`src/rtl/fp_div_unit_if.sv`:
```
// Shared FPU slot types and the operand/result bundle between the divider and its issuer.
package Modules_pkg;
    typedef struct packed {
        logic        sign;
        logic [7:0]  exponent;
        logic [22:0] mantissa;
    } float_t;

    typedef enum logic [1:0] {
        FREE = 2'd0,
        BUSY = 2'd1
    } fu_state_e;

    localparam int unsigned BIAS = 127;
endpackage

interface fp_div_unit_if;
    import Modules_pkg::*;

    logic      start_i;
    float_t    dividend_i;
    float_t    divisor_i;
    float_t    to_round_unit_o;
    logic      valid_o;
    fu_state_e fu_state_o;
    logic      overflow_o;
    logic      underflow_o;
    logic      invalid_op_o;
    logic      div_by_zero_o;

    modport master (
        output start_i, dividend_i, divisor_i,
        input  to_round_unit_o, valid_o, fu_state_o,
        input  overflow_o, underflow_o, invalid_op_o, div_by_zero_o
    );

    modport slave (
        input  start_i, dividend_i, divisor_i,
        output to_round_unit_o, valid_o, fu_state_o,
        output overflow_o, underflow_o, invalid_op_o, div_by_zero_o
    );
endinterface

```
`src/rtl/fp_div_unit.sv`:
```
// Multi-cycle single-precision divider: special-case screening, 26-step restoring
// mantissa division, then normalisation with round-half-up into the round-unit slot.
module fp_div_unit
    import Modules_pkg::*;
(
    input  logic         clk_i,
    input  logic         rst_i,
    input  logic         clk_en_i,
    fp_div_unit_if.slave bus
);

    typedef enum logic [2:0] {
        IDLE,
        PREPARE,
        DIVIDE,
        NORMALIZE,
        VALID
    } state_e;

    localparam logic [31:0] QNAN = 32'h7FC0_0000;

    state_e             state_q, state_d;
    float_t             a_q, a_d;
    float_t             b_q, b_d;
    logic               sign_q, sign_d;
    logic signed [9:0]  exp_q, exp_d;
    logic [24:0]        rem_q, rem_d;
    logic [23:0]        div_q, div_d;
    logic [25:0]        quot_q, quot_d;
    logic [4:0]         cnt_q, cnt_d;
    float_t             result_q, result_d;
    logic               ovf_q, ovf_d;
    logic               unf_q, unf_d;
    logic               inv_q, inv_d;
    logic               dbz_q, dbz_d;

    logic               a_zero, a_inf, a_nan;
    logic               b_zero, b_inf, b_nan;
    logic               res_sign;
    logic               trial_ok;
    logic [23:0]        trial_rem;
    logic [22:0]        norm_mant;
    logic               norm_guard;
    logic [23:0]        rounded;
    logic signed [9:0]  norm_exp;

    // Denormals share exponent 0 with true zero, so they are flushed to zero here.
    assign a_zero   = (a_q.exponent == 8'd0);
    assign a_inf    = (a_q.exponent == 8'hFF) && (a_q.mantissa == 23'd0);
    assign a_nan    = (a_q.exponent == 8'hFF) && (a_q.mantissa != 23'd0);
    assign b_zero   = (b_q.exponent == 8'd0);
    assign b_inf    = (b_q.exponent == 8'hFF) && (b_q.mantissa == 23'd0);
    assign b_nan    = (b_q.exponent == 8'hFF) && (b_q.mantissa != 23'd0);
    assign res_sign = a_q.sign ^ b_q.sign;

    assign trial_ok  = (rem_q >= {1'b0, div_q});
    assign trial_rem = rem_q[23:0] - div_q;

    always_comb begin
        state_d  = state_q;
        a_d      = a_q;
        b_d      = b_q;
        sign_d   = sign_q;
        exp_d    = exp_q;
        rem_d    = rem_q;
        div_d    = div_q;
        quot_d   = quot_q;
        cnt_d    = cnt_q;
        result_d = result_q;
        ovf_d    = ovf_q;
        unf_d    = unf_q;
        inv_d    = inv_q;
        dbz_d    = dbz_q;

        norm_mant  = quot_q[24:2];
        norm_guard = quot_q[1];
        norm_exp   = exp_q;
        rounded    = 24'd0;

        case (state_q)
            IDLE: begin
                if (bus.start_i) begin
                    a_d     = bus.dividend_i;
                    b_d     = bus.divisor_i;
                    state_d = PREPARE;
                end
            end

            PREPARE: begin
                sign_d  = res_sign;
                exp_d   = 10'({2'b00, a_q.exponent}) - 10'({2'b00, b_q.exponent}) + 10'(BIAS);
                rem_d   = {2'b01, a_q.mantissa};
                div_d   = {1'b1, b_q.mantissa};
                quot_d  = 26'd0;
                cnt_d   = 5'd0;
                state_d = DIVIDE;

                if (a_nan || b_nan || (a_zero && b_zero) || (a_inf && b_inf)) begin
                    result_d = QNAN;
                    {ovf_d, unf_d, inv_d, dbz_d} = 4'b0010;
                    state_d  = VALID;
                end else if (b_zero && !a_inf) begin
                    result_d = {res_sign, 8'hFF, 23'd0};
                    {ovf_d, unf_d, inv_d, dbz_d} = 4'b0001;
                    state_d  = VALID;
                end else if (a_inf) begin
                    result_d = {res_sign, 8'hFF, 23'd0};
                    {ovf_d, unf_d, inv_d, dbz_d} = 4'b0000;
                    state_d  = VALID;
                end else if (a_zero || b_inf) begin
                    result_d = {res_sign, 31'd0};
                    {ovf_d, unf_d, inv_d, dbz_d} = 4'b0000;
                    state_d  = VALID;
                end
            end

            DIVIDE: begin
                rem_d  = trial_ok ? {trial_rem, 1'b0} : {rem_q[23:0], 1'b0};
                quot_d = {quot_q[24:0], trial_ok};
                cnt_d  = cnt_q + 5'd1;
                if (cnt_q == 5'd25) begin
                    state_d = NORMALIZE;
                end
            end

            NORMALIZE: begin
                // The quotient lies in [1,2) or [0.5,1); the latter needs one left shift.
                if (!quot_q[25]) begin
                    norm_mant  = quot_q[23:1];
                    norm_guard = quot_q[0];
                    norm_exp   = exp_q - 10'sd1;
                end
                rounded = {1'b0, norm_mant} + {23'd0, norm_guard};
                if (rounded[23]) begin
                    norm_exp = norm_exp + 10'sd1;
                end

                {ovf_d, unf_d, inv_d, dbz_d} = 4'b0000;
                if (norm_exp >= 10'sd255) begin
                    result_d = {sign_q, 8'hFF, 23'd0};
                    ovf_d    = 1'b1;
                end else if (norm_exp <= 10'sd0) begin
                    result_d = {sign_q, 31'd0};
                    unf_d    = 1'b1;
                end else begin
                    result_d = {sign_q, norm_exp[7:0], rounded[22:0]};
                end
                state_d = VALID;
            end

            VALID: begin
                state_d = IDLE;
            end

            default: begin
                state_d = IDLE;
            end
        endcase
    end

    // Reset wins over the clock enable so a stalled unit can still be aborted.
    always_ff @(posedge clk_i) begin
        if (rst_i) begin
            state_q  <= IDLE;
            a_q      <= '0;
            b_q      <= '0;
            sign_q   <= 1'b0;
            exp_q    <= '0;
            rem_q    <= '0;
            div_q    <= '0;
            quot_q   <= '0;
            cnt_q    <= '0;
            result_q <= '0;
            ovf_q    <= 1'b0;
            unf_q    <= 1'b0;
            inv_q    <= 1'b0;
            dbz_q    <= 1'b0;
        end else if (clk_en_i) begin
            state_q  <= state_d;
            a_q      <= a_d;
            b_q      <= b_d;
            sign_q   <= sign_d;
            exp_q    <= exp_d;
            rem_q    <= rem_d;
            div_q    <= div_d;
            quot_q   <= quot_d;
            cnt_q    <= cnt_d;
            result_q <= result_d;
            ovf_q    <= ovf_d;
            unf_q    <= unf_d;
            inv_q    <= inv_d;
            dbz_q    <= dbz_d;
        end
    end

    assign bus.to_round_unit_o = result_q;
    assign bus.valid_o         = (state_q == VALID);
    assign bus.fu_state_o      = (state_q == IDLE) ? FREE : BUSY;
    assign bus.overflow_o      = ovf_q;
    assign bus.underflow_o     = unf_q;
    assign bus.invalid_op_o    = inv_q;
    assign bus.div_by_zero_o   = dbz_q;

endmodule

```
`src/flat_wrapper.sv`:
```
// flat-port wrapper written by rule: the top's interface ports become plain ports
module fp_div_unit_flat import Modules_pkg::*;
  (clk_i, rst_i, clk_en_i, bus_start_i, bus_dividend_i, bus_divisor_i, bus_to_round_unit_o, bus_valid_o, bus_fu_state_o, bus_overflow_o, bus_underflow_o, bus_invalid_op_o, bus_div_by_zero_o);
  fp_div_unit_if bus_i ();
  input  logic clk_i;
  input  logic rst_i;
  input  logic clk_en_i;
  input wire logic [$bits(bus_i.start_i)-1:0] bus_start_i;
  input wire logic [$bits(bus_i.dividend_i)-1:0] bus_dividend_i;
  input wire logic [$bits(bus_i.divisor_i)-1:0] bus_divisor_i;
  output wire logic [$bits(bus_i.to_round_unit_o)-1:0] bus_to_round_unit_o;
  output wire logic [$bits(bus_i.valid_o)-1:0] bus_valid_o;
  output wire logic [$bits(bus_i.fu_state_o)-1:0] bus_fu_state_o;
  output wire logic [$bits(bus_i.overflow_o)-1:0] bus_overflow_o;
  output wire logic [$bits(bus_i.underflow_o)-1:0] bus_underflow_o;
  output wire logic [$bits(bus_i.invalid_op_o)-1:0] bus_invalid_op_o;
  output wire logic [$bits(bus_i.div_by_zero_o)-1:0] bus_div_by_zero_o;
  assign bus_i.start_i = bus_start_i;
  assign bus_i.dividend_i = bus_dividend_i;
  assign bus_i.divisor_i = bus_divisor_i;
  assign bus_to_round_unit_o = bus_i.to_round_unit_o;
  assign bus_valid_o = bus_i.valid_o;
  assign bus_fu_state_o = bus_i.fu_state_o;
  assign bus_overflow_o = bus_i.overflow_o;
  assign bus_underflow_o = bus_i.underflow_o;
  assign bus_invalid_op_o = bus_i.invalid_op_o;
  assign bus_div_by_zero_o = bus_i.div_by_zero_o;
  fp_div_unit u_core (.clk_i(clk_i), .rst_i(rst_i), .clk_en_i(clk_en_i), .bus(bus_i));
endmodule
```
`config.mk`:
```
export PLATFORM = sky130hd
export DESIGN_NAME = fp_div_unit_flat
export DESIGN_NICKNAME = d
export VERILOG_FILES = /design/src/rtl/fp_div_unit_if.sv /design/src/rtl/fp_div_unit.sv /design/src/flat_wrapper.sv
export SDC_FILE = /design/constraint.sdc
export NUM_CORES = 1
export LEC_CHECK = 0
export CAP_MARGIN = 20
export CORE_MARGIN = 2
export CORE_UTILIZATION = 58
export DETAILED_ROUTE_END_ITERATION = 8
export MAX_ROUTING_LAYER = met4
export PLACE_DENSITY_LB_ADDON = 0.3
export REMOVE_ABC_BUFFERS = 1
export SYNTH_ARGS = -nofsm -noshare
export SYNTH_HDL_FRONTEND = slang
export SYNTH_SLANG_ARGS = --single-unit
export TNS_END_PERCENT = 20
```
`constraint.sdc`:
```
create_clock -name clk_i -period 4.8 [get_ports clk_i]
set_input_delay 0.96 -clock clk_i [delete_from_list [all_inputs] [get_ports clk_i]]
set_output_delay 0.96 -clock clk_i [all_outputs]
set_load 0.01 [all_outputs]
```
==> results.cfg <==
[clock_network]
clkTransAtPathRegs_ps = 80
clk_latency_ps = 460
cts_num_sinks = 194
cts-buffers-inserted = 17
clock_path_buffers = 2
post-cts-setup-buffers = 0
postCtsHoldBufs = 0
h-tree-depth = 4
cts_root_buf = clkbuf_16
cts_tree = done
post_cts_resized = 0

[placed_design]
gp_congestion = 0.909
io_buffers = 105
post_dp_cell_area_um2 = 12000
dpl.hpwl_mm = 19.2

[setup_path]
slowest_stage = nor4b_4
arrival_ps = 4710
required_ps = 5190
cp-end-kind = flip-flop
crit_type = reg2reg
path_cells = inv_1 -> ha_1 -> mux2_2 -> inv_1 -> ha_1 -> or4bb_1 -> o21ai_0 -> nand4_1 -> nor3_1 -> xnor2_1 -> a41o_1 -> nor4b_4 -> a22o_1
start_kind = flip-flop
path_max_fanout = 22
crit_path_max_incr_delay_ps = 860

[die]
dieArea_um2 = 19800
placementRows = 50
initial_utilization_pct = 58.6
fp.dieH_um = 141
die_x_um = 141
fp.coreArea_um2 = 18500
ioPinCount = 107

[synth]
syn_avg_cell_area_um2 = 7.84
synth_top_area_cell = dfxtp_1
synth_seq_area_share_pct = 35.8
synth_enable_flop_cells = 0
yosysMostFrequentCell = nand2_1
async_flop_share_pct = 0
synth.area.top_cells = dfxtp_1 (36%), nand2_1 (8.8%), a21oi_1 (7.0%), ha_1 (4.5%), nor2_1 (3.6%)
ys_warn_count = 0
ys_types = 78
synth-seq-cells = 194
synth_common_cells = nand2_1 (253), dfxtp_1 (194), a21oi_1 (151)
synth_area_um2 = 10800
synth_top_area_share_pct = 35.8
synth_flop_cell = dfxtp_1
syn_inst = 1383

[timing]
finalCriticalPeriod_ps = 4320
relSlewSlack_pct = 32.4
hold_viol = 0
skew_ps = 14.3
rsz0062_at_grt = no
max_freq_mhz = 232
whs_ps = 457
worst_slew_pin_slew_ps = 1010
finalCritPeriodShare_pct = 89.9
drv_slew = 0
setup_viol = 0

[global_route]
grt.overflow.total = 0
grt_max_degree = 114
grt_pass1_wl_mm = 46.1
antenna_found_initial = 0
grt_pass1_vias = 9482
grt_use_total_pct = 29.0

[routing]
drtPass1Iterations = 5
detail-route-antenna-nets = 0
wl_per_cell_um = 16.7
via_per_inst = 6.12
vias = 10300
initialDrtViolationCount = 851
drc = 0
wirelength_mm = 28.1

[cells_and_area]
nets = 1548
final_area_um2 = 12600
syn_to_final_growth_pct = 16.6
drive_above_1_share_pct = 6.06
diodes = 0

[power]
peakVddDrop_v = 0.000283
p_leak_nw = 4.49
powerDensity_nw_per_um2 = 332

[job]
drv_cap = 0

[run_status]
status = completed

[hold_path]
hold_class = reg2reg
-- final timing paths --
check / slack [ps] / cells past startpoint / endpoint / from
worst max register to register: 480 / 13 / u_core.bus.to_round_unit_o[11] / u_core.exp_q[1]
worst min register to register: 460 / 2 / u_core.div_q[15] / u_core.div_q[15]
worst min-delay path: 460 / 2 / u_core.div_q[15] / u_core.div_q[15]
worst max-delay path: 480 / 13 / u_core.bus.to_round_unit_o[11] / u_core.exp_q[1]
-- power by group --
part / switching [W] / total (W) / internal (W)
sequential: 0.0000467 / 0.00170 / 0.00166
combinational: 0.000587 / 0.000993 / 0.000405
clock: 0.000778 / 0.00151 / 0.000729
total: 0.00141 / 0.00420 / 0.00279
-- registers in the layout, indices dropped and copies added (netlist names) --
signal                      count
u_core.cnt_q                    5
u_core.rem_q                   25
u_core.div_q                   24
u_core.sign_q                   1
u_core.exp_q                   10
u_core.state_q                  3
u_core.bus.overflow_o           1
u_core.bus.to_round_unit_o     32
u_core.a_q                     32
u_core.b_q                     32
u_core.bus.underflow_o          1
u_core.bus.div_by_zero_o        1
u_core.quot_q                  26
u_core.bus.invalid_op_o         1
-- cell usage in the layout (no fill, tap or decap), types with 20 or more instances in the layout --
master	Yosys	layout
nand2_1	253	253
dfxtp_1	194	193
a21oi_1	151	151
clkdlybuf4s50_1	0	104
nor2_1	105	103
inv_1	49	49
ha_1	39	39
xnor2_1	33	33
nor3_1	32	32
a22oi_1	31	31
o21ai_0	29	29
a211oi_1	29	29
nand3_1	26	25
a22o_1	22	22
xor2_1	21	21
a311oi_1	20	20
buf_4	3	20
-- final cells by class --
| type | instances | area (µm²) |
|---|---|---|
| clock buffer | 17 | 425 |
| clock inverter | 15 | 210 |
| fill | 1530 | 5870 |
| inverter | 49 | 184 |
| multi-input combinational | 1052 | 6440 |
| sequential | 194 | 3880 |
| tap | 234 | 293 |
| timing repair buffer | 125 | 1210 |
-- critical path: cells and delay by family, from the launching register on --
kind / cells / cell delay, ps
compound gates: 3 / 780
xor+xnor: 1 / 150
simple gates: 4 / 1830
fa+ha+maj: 2 / 550
buf+inv: 2 / 150
flops: 1 / 490
mux: 1 / 300
-- routing by layer --
metal  share of wire [%]  wire length (µm)  vias up  global-route usage, %
met5                   0                 0        -                      -
met4                 2.1               604        0                   9.32
met3                 5.1              1430       54                   3.87
met2                  48             13400      353                   47.8
met1                  45             12600     4815                   37.0
li1                    -                 -     5088                      -
-- logic make-up (layout without fill, tap and decap cells) --
group                      after synthesis  after routing  share of synthesized area, %
and+or+nand+nor                        543            543                          23.5
AOI/OAI and AO/OA                      391            391                          24.0
DFF                                    194            194                          35.8
buffers and inverters                  137            206                          5.02
xor gates and xnor gates                55             55                          4.57
adders and majority gates               41             41                          4.87
muxes                                   21             21                          2.17
other                                    1              1                        0.0346
-- through the flow --
stage	setup TNS (ps)	util [%]	cells	worst slack [ps]	power (W)
after floorplan	-2390	-	1295	-109	0.00238
after global placement	0	64.9	1654	660	0.00269
after detailed placement	0	64.9	1654	535	0.00271
after CTS	0	68.3	1686	535	0.00420
after global routing	0	68.3	1686	70.2	0.00438
final	0	68.3	1686	485	0.00420
(Power assumes the default switching activity.)
